[config.mk]
export PLATFORM = sky130hd
export DESIGN_NAME = adc_i2c_responder_flat
export DESIGN_NICKNAME = d
export VERILOG_FILES = /design/src/rtl/adc_i2c_responder_if.sv /design/src/rtl/adc_i2c_responder.sv /design/src/flat_wrapper.sv
export SDC_FILE = /design/constraint.sdc
export NUM_CORES = 1
export LEC_CHECK = 0
export ABC_AREA = 1
export BUFFER_PORTS_ARGS = -buffer_cell sky130_fd_sc_hd__buf_2
export CORE_AREA = 4 4 95 97
export DETAILED_ROUTE_END_ITERATION = 16
export DIE_AREA = 0 0 99 101
export GPL_TIMING_DRIVEN = 0
export HOLD_SLACK_MARGIN = 0.1
export SKIP_CTS_REPAIR_TIMING = 1
export SLEW_MARGIN = 5
export SYNTH_ARGS = -nofsm -noshare
export SYNTH_HDL_FRONTEND = slang
export SYNTH_SLANG_ARGS = --single-unit
[constraint.sdc]
create_clock -name clk -period 2.4 [get_ports clk]
set_input_delay 0.12 -clock clk [delete_from_list [all_inputs] [get_ports clk]]
set_output_delay 0.12 -clock clk [all_outputs]
set_load 0.03 [all_outputs]
[src/rtl/adc_i2c_responder_if.sv]
// adc_i2c_responder_if: open-drain I2C pair as seen by the ADC responder
interface adc_i2c_responder_if;
    logic scl_in;
    logic sda_in;
    logic sda_oe;
    modport master (output scl_in, output sda_in, input sda_oe);
    modport slave (input scl_in, input sda_in, output sda_oe);
endinterface

[src/rtl/adc_i2c_responder.sv]
// adc_i2c_responder: I2C target emulating a 12-bit ADC with an 8-bit config register
module adc_i2c_responder #(
    parameter logic [6:0] DEV_ADDR  = 7'h28,
    parameter logic [7:0] CFG_RESET = 8'h00
) (
    input  logic               clk,
    input  logic               rst_n,
    adc_i2c_responder_if.slave bus,
    input  logic [11:0]        sample_data,
    input  logic               sample_valid,
    output logic [7:0]         config_reg,
    output logic               config_wr,
    output logic               addr_match,
    output logic               busy
);
    typedef enum logic [2:0] {IDLE, ADDR, ADDR_ACK, WR_DATA, WR_ACK, RD_DATA, RD_ACK, IGNORE} state_t;
    state_t state_q, state_d;
    logic [2:0] scl_q, scl_d, sda_q, sda_d;
    logic [3:0] cnt_q, cnt_d;
    logic [7:0] rx_q, rx_d, tx_q, tx_d, cfg_q, cfg_d;
    logic [11:0] snap_q, snap_d, hold_q, hold_d;
    logic rw_q, rw_d, sel_q, sel_d, oe_q, oe_d, wr_q, wr_d, match_q, match_d;
    logic scl_rise, scl_fall, start, stop;
    logic [7:0] byte_in;
    logic [11:0] fresh;
    assign scl_rise = scl_q[1] & ~scl_q[2];
    assign scl_fall = ~scl_q[1] & scl_q[2];
    assign start = scl_q[1] & sda_q[2] & ~sda_q[1];
    assign stop = scl_q[1] & ~sda_q[2] & sda_q[1];
    assign byte_in = {rx_q[6:0], sda_q[1]};
    assign fresh = sample_valid ? sample_data : hold_q;
    always_comb begin
        scl_d = {scl_q[1:0], bus.scl_in};
        sda_d = {sda_q[1:0], bus.sda_in};
        hold_d = fresh;
        state_d = state_q;
        cnt_d = cnt_q;
        rx_d = rx_q;
        tx_d = tx_q;
        rw_d = rw_q;
        sel_d = sel_q;
        snap_d = snap_q;
        cfg_d = cfg_q;
        wr_d = 1'b0;
        match_d = 1'b0;
        oe_d = oe_q;
        if (scl_fall)
            oe_d = (state_q == ADDR_ACK || state_q == WR_ACK) ? 1'b1 : (state_q == RD_DATA) ? ~tx_q[7] : 1'b0;
        if (scl_rise) begin
            case (state_q)
                IDLE, IGNORE: ;
                ADDR: begin
                    rx_d = byte_in;
                    cnt_d = cnt_q + 4'd1;
                    if (cnt_q == 4'd7) begin
                        rw_d = sda_q[1];
                        match_d = byte_in[7:1] == DEV_ADDR;
                        state_d = (byte_in[7:1] == DEV_ADDR) ? ADDR_ACK : IGNORE;
                    end
                end
                ADDR_ACK: begin
                    cnt_d = 4'd0;
                    state_d = rw_q ? RD_DATA : WR_DATA;
                    if (rw_q) begin
                        snap_d = fresh;
                        sel_d = 1'b0;
                        tx_d = {4'b0000, fresh[11:8]};
                    end
                end
                WR_DATA: begin
                    rx_d = byte_in;
                    cnt_d = cnt_q + 4'd1;
                    if (cnt_q == 4'd7) begin
                        cfg_d = byte_in;
                        wr_d = 1'b1;
                        state_d = WR_ACK;
                    end
                end
                WR_ACK: begin
                    cnt_d = 4'd0;
                    state_d = WR_DATA;
                end
                RD_DATA: begin
                    tx_d = {tx_q[6:0], 1'b0};
                    cnt_d = cnt_q + 4'd1;
                    state_d = (cnt_q == 4'd7) ? RD_ACK : RD_DATA;
                end
                RD_ACK: begin
                    cnt_d = 4'd0;
                    state_d = sda_q[1] ? IGNORE : RD_DATA;
                    if (!sda_q[1]) begin
                        sel_d = ~sel_q;
                        snap_d = sel_q ? fresh : snap_q;
                        tx_d = sel_q ? {4'b0000, fresh[11:8]} : snap_q[7:0];
                    end
                end
                default: state_d = IDLE;
            endcase
        end
        if (start) begin
            state_d = ADDR;
            cnt_d = 4'd0;
            oe_d = 1'b0;
        end
        if (stop) begin
            state_d = IDLE;
            oe_d = 1'b0;
        end
    end
    always_ff @(posedge clk or negedge rst_n) begin
        if (!rst_n) begin
            state_q <= IDLE;
            scl_q <= 3'b111;
            sda_q <= 3'b111;
            cnt_q <= 4'd0;
            rx_q <= 8'h00;
            tx_q <= 8'h00;
            cfg_q <= CFG_RESET;
            snap_q <= 12'h000;
            hold_q <= 12'h000;
            rw_q <= 1'b0;
            sel_q <= 1'b0;
            oe_q <= 1'b0;
            wr_q <= 1'b0;
            match_q <= 1'b0;
        end else begin
            state_q <= state_d;
            scl_q <= scl_d;
            sda_q <= sda_d;
            cnt_q <= cnt_d;
            rx_q <= rx_d;
            tx_q <= tx_d;
            cfg_q <= cfg_d;
            snap_q <= snap_d;
            hold_q <= hold_d;
            rw_q <= rw_d;
            sel_q <= sel_d;
            oe_q <= oe_d;
            wr_q <= wr_d;
            match_q <= match_d;
        end
    end
    assign bus.sda_oe = oe_q;
    assign config_reg = cfg_q;
    assign config_wr = wr_q;
    assign addr_match = match_q;
    assign busy = state_q != IDLE;
endmodule
[src/flat_wrapper.sv]
// flat-port wrapper written by rule: the top's interface ports become plain ports
module adc_i2c_responder_flat 
#(
    parameter logic [6:0] DEV_ADDR  = 7'h28,
    parameter logic [7:0] CFG_RESET = 8'h00
)
  (clk, rst_n, sample_data, sample_valid, config_reg, config_wr, addr_match, busy, bus_scl_in, bus_sda_in, bus_sda_oe);
  adc_i2c_responder_if bus_i ();
  input  logic clk;
  input  logic rst_n;
  input  logic [11:0] sample_data;
  input  logic sample_valid;
  output logic [7:0] config_reg;
  output logic config_wr;
  output logic addr_match;
  output logic busy;
  input wire logic [$bits(bus_i.scl_in)-1:0] bus_scl_in;
  input wire logic [$bits(bus_i.sda_in)-1:0] bus_sda_in;
  output wire logic [$bits(bus_i.sda_oe)-1:0] bus_sda_oe;
  assign bus_i.scl_in = bus_scl_in;
  assign bus_i.sda_in = bus_sda_in;
  assign bus_sda_oe = bus_i.sda_oe;
  adc_i2c_responder #(.DEV_ADDR(DEV_ADDR), .CFG_RESET(CFG_RESET)) u_core (.clk(clk), .rst_n(rst_n), .bus(bus_i), .sample_data(sample_data), .sample_valid(sample_valid), .config_reg(config_reg), .config_wr(config_wr), .addr_match(addr_match), .busy(busy));
endmodule
---- Word level (Yosys, flattened, before mapping) ----
Cells that the tools add are included.
storage, ports and cells
  register bits ........................... 61
  input bits .............................. 17
  output and inout bits ................... 12
  word-level logic and storage cells ...... 96
operators by class
  add/sub/neg operators ................... 1
  eq/ne operators ......................... 13
  multiplexer cells ....................... 36
  bitwise operators ....................... 12
  reductions and logical operators ........ 20
operators by type and width
  kind                                                             number
  8-bit 2-to-1 mux                                                 6
  8-bit one-hot mux with 3 select lines                            1
  3-bit 2-to-1 mux                                                 7
  3-bit one-hot mux with 6 select lines                            1
  8-bit one-hot mux with 2 select lines                            1
  3-bit nonzero test                                               5
  1-bit 2-to-1 mux                                                 13
  12-bit 2-to-1 mux                                                1
  4-bit AND reduction                                              3
  3-bit == test, second input constant                             3
  4-bit 2-to-1 mux                                                 2
  4-bit by 1-bit != test with 1-bit output, second input constant  2
  4-bit one-hot mux with 2 select lines                            1
  8-bit nonzero test                                               1
  7-bit by 6-bit == test with 1-bit output, second input constant  1
  1-bit bitwise AND                                                6
  3-bit by 2-bit == test with 1-bit output, second input constant  2
  1-bit NOT                                                        6
  3-bit AND reduction                                              2
  3-bit OR reduction                                               2
  5-bit AND reduction                                              1
  4-bit by 1-bit adder with 4-bit output, second input constant    1
  4-bit by 3-bit == test with 1-bit output, second input constant  1
  2-bit 2-to-1 mux                                                 2
  other kinds (8)                                                  11

---- Logic depth before layout (Yosys ltp) ----
  depth in word-level cells ............... 7
  mapped depth ............................ 10
  gate-level depth less buffers ........... 9

---- Worst setup path after synthesis ----
Ideal clock, no wire load.
  path type ............................... register -> register
  start ................................... reg u_core.state_q[2]
  end ..................................... reg u_core.cnt_q[3]
  library setup time ...................... 0.121 ns
  data arrival time ....................... 1.310 ns
  data required time ...................... 2.279 ns
  setup slack ............................. 0.969 ns
  stages on the path, launching flop included .. 10
  buffers on the path ..................... 1
  clock period less this slack ............ 1.431 ns
  path through ............................ dfrtp_1 buf_4 inv_1 nand2_1 nand3_1 nand2_1 nand2_1 nand2_1 nand2_1 nor2_1
between the ends
  longest elaborated chain between the ends .. 5
  elaborated cells on any way between the ends .. 13
  those cells by class .................... eq/ne (6); mux (3); reduce/logical (4)
ends and longest elaborated chain
  element                                      line                      source
  start: declaration                           adc_i2c_responder.sv:17   state_t state_q, state_d;
  start signal: assignment                     adc_i2c_responder.sv:127  state_q <= state_d;
  3-bit == test, or another cell as far along  adc_i2c_responder.sv:50   case (state_q)
  3-bit OR reduction (no source line)          n/a
  4-bit one-hot mux with 2 select lines        adc_i2c_responder.sv:50
  4-bit 2-to-1 mux                             adc_i2c_responder.sv:49   if (scl_rise) begin
  4-bit 2-to-1 mux                             adc_i2c_responder.sv:100  if (start) begin
  end signal: assignment                       adc_i2c_responder.sv:130  cnt_q <= cnt_d;
  end: declaration                             adc_i2c_responder.sv:19   logic [3:0] cnt_q, cnt_d;
Several ways; a longest one is shown, not always the timed one. The select of a mux whose other input is x is not followed.
A chain may end at the register's enable or synchronous reset.

---- Worst setup path after layout ----
  start ................................... reg u_core.scl_q[1]
  end ..................................... reg u_core.cnt_q[3]
between the ends
  longest elaborated chain between the ends .. 4
  elaborated cells on any way between the ends .. 7
  those cells by class .................... mux (1); bitwise (3); reduce/logical (3)
ends and longest elaborated chain
  element                                                                           line                      source
  start: declaration                                                                adc_i2c_responder.sv:18   logic [2:0] scl_q, scl_d, sda_q, sda_d;
  start signal: assignment                                                          adc_i2c_responder.sv:128  scl_q <= scl_d;
  1-bit bitwise AND (2 in a row)                                                    adc_i2c_responder.sv:28   assign start = scl_q[1] & sda_q[2] & ~sda_q[1];
  3-bit nonzero test (no source line) / 2-bit nonzero test (equally long branches)  n/a
  2-bit AND reduction (no source line)                                              n/a
Several ways; a longest one is shown, not always the timed one.

==> impl_metrics.toml <==
[status]
status = "completed"

[finish]
drive_gt1_share_pct = 24.4
top_register = "u_core.hold_q"
area_growth_pct = 22.6
insertedDiodeCount = 0
largest_reg_flops = 12
fillerInstances = 818
post-route-util_pct = 41.9
nNetsFinal = 378

[synthesis]
ys.flop_type = "dfrtp_1"
synth_area_per_cell_um2 = 9.02
synth.distinct_cells = 30
syn_nets = 326
yosysSeqAreaShare_pct = 55.2
synth-seq-cells = 61
syn_inst = 308
yosys.area.top_type = "dfrtp_1"
synthArstFlopShare_pct = 100
synth_edf_count = 0
synth.most_common_cell = "nand2_1"
synthTopCellsByCount = "90 x nand2_1, 55 x dfrtp_1, 30 x inv_1, 26 x o21ai_0, 16 x nand3_1"
yosysTopAreaCellShare_pct = 49.5
syn_area_um2 = 2780
yosysWarningCount = 0
synth_area_leaders = "dfrtp_1 50%, nand2_1 12%, dfstp_2 5.7%"

[hold_path]
whs_endpoint = "u_core.hold_q[11]"
hp-class = "primary input to register"
holdPathStages = 3
hold_path_startpoint = "sample_data[11]"

[clock_tree]
cts-htree-levels = 3
path_clk_slew_ns = 0.06
clk_latency_ns = 0.33
numCtsBuffers = 9
cts-root-buf = "clkbuf_8"
clock_sinks = 61
clock_path_buffers = 2
cts_tree = "yes"

[timing]
finalHoldViolations = 0
tightest_slew_ns = 0.743
drv_slew = 0
finalSetupViolCount = 0
relSlewSlack_pct = 50.5
fin_crit_ns = 1.57
fin_skew_ns = 0.00515
setup_tns_ns = 0
rsz0062_at_grt = "no"
finalCritPeriodShare_pct = 65.3
max_freq_mhz = 638

[detailed_routing]
ant_nets = 0
wl_per_cell_um = 11.3
avgViaCountPerCell = 4.46
vias = 2094
drt_iter0_drc = 72
totalWireLength_um = 5300
drcViolationCount = 0
drt_pass1_iterations = 4

[setup_path]
critPathBufInv = 1
startpoint_type = "register"
critPathMaxFanout = 7
worstReg2RegEnd = "u_core.cnt_q[3]"
worstSetupEndpointType = "register"
worst_path_max_delay_cell = "dfstp_2"
r2r_start = "u_core.scl_q[1]"
arrival_ns = 1.79
timing_worst_setup_path_type = "register to register"
worst_ep_required_time_ns = 2.62
rrSetupSlack_ns = 0.83
critPathTopFamily = "simple AND/OR/NAND/NOR gates"
rr_worst_depth = 7
worstPathCellList = "inv_1, nor2_1, nand3_1, nand2_1, nand3_1, nand2_1, nor2_1"
critPathMaxStageDelay_ns = 0.57

[global_route]
grt_pass1_wl_um = 9270
grt_pass1_vias = 2022
grt_usage_pct = 11.6
grt_start_max_net_pins = 62
overflow = 0
antenna_found_initial = 0

[die]
dieArea_um2 = 10000
start_util_pct = 34.2
core-area_um2 = 8130
ios = 29
die_height_um = 101
rows = 33
die_x_um = 99

[run]
drv_cap = 0

[pwr]
p_leak_nw = 1.64
peakVddDrop_mv = 0.335
powerDensity_nw_per_um2 = 957

[place]
hpwlAfterDp_um = 3760
port_buffers = 28
gp_congestion = 0.772
==> per-layer routing <==
metal / part of all wire [%] / track usage, % / vias up
met5: 0 / 0 / -
met4: 2.1 / 5.36 / 0
met1: 49 / 15.2 / 961
li1: - / - / 1099
met3: 4.2 / 3.81 / 9
met2: 44 / 17.4 / 25
==> layout by cell type, fill, tap and decap left out, types with 2 or more instances in the layout <==
cell / Yosys / final
o21ai_1: 9 / 9
buf_6: 4 / 4
clkbuf_8: 0 / 11
dfstp_2: 6 / 6
nand4_1: 2 / 2
bufinv_16: 0 / 2
o21ai_0: 26 / 26
a21oi_1: 7 / 7
nand3_4: 2 / 2
mux2_2: 8 / 8
dlygate4sd3_1: 0 / 13
nand3_1: 16 / 16
clkinv_2: 0 / 2
nand2_1: 90 / 90
buf_2: 3 / 30
buf_4: 1 / 2
inv_1: 30 / 30
nand2_2: 3 / 3
nor3_1: 3 / 3
nor2_1: 15 / 15
nor2_2: 7 / 7
o21ai_2: 6 / 6
a22oi_1: 4 / 4
inv_2: 2 / 2
dfrtp_1: 55 / 55
==> how the worst max path moves through the flow <==
stage / start / to / slack (ns) / cells past startpoint
3_5_place_dp: u_core.scl_q[1] / u_core.cnt_q[3] / 0.83 / 7
4_1_cts: u_core.scl_q[1] / u_core.cnt_q[3] / 0.82 / 7
3_3_place_gp: u_core.scl_q[1] / u_core.cnt_q[3] / 0.86 / 7
2_1_floorplan: u_core.state_q[2] / u_core.cnt_q[3] / 0.97 / 9
6_report: u_core.scl_q[1] / u_core.cnt_q[3] / 0.83 / 7
5_1_grt: u_core.scl_q[1] / u_core.cnt_q[3] / 0.61 / 8
==> power by group <==
part	switching, mW	internal [mW]
Sequential	0.128	1.27
Clock	0.380	0.638
Combinational	0.529	0.311
Total	1.04	2.22
==> cells by family (layout without fill, tap and decap cells) <==
group	count (synthesis)	in the layout	share of synthesized area, %
AND/OR/NAND/NOR	142	142	22.8
flip-flops	61	61	55.2
AO/OA/AOI/OAI	55	55	11.3
buffers and inverters	41	98	6.98
multiplexers	8	8	3.24
adder cells (fa/ha/maj)	1	1	0.450
==> tightest hold or removal path, stage by stage <==
cell and delay, ns:
buf_2 0.07, nand2_1 0.03, o21ai_0 0.12
==> stage by stage <==
step	worst slack (ns)	hold slack, ns	area [um2]	cells	power (mW)
2_1_floorplan	0.969	-0.176	2780	308	2.04
3_3_place_gp	0.857	0.228	3050	441	2.22
3_5_place_dp	0.830	0.227	3050	441	2.25
4_1_cts	0.824	-0.138	3280	457	3.29
5_1_grt	0.611	0.103	3410	470	3.52
6_report	0.833	0.0681	3410	470	3.26
==> layout make-up <==
type                       count  area (um2)  area share [%]
multi-input combinational    206        1050            30.8
buffer                         8        67.6            1.98
inverter                      33         126            3.71
clock inverter                 4        70.1            2.06
tap                          105         131            3.85
timing repair buffer          41         273            8.00
clock buffer                  12         155            4.55
sequential                    61        1530            45.0
(Power assumes the default switching activity.)
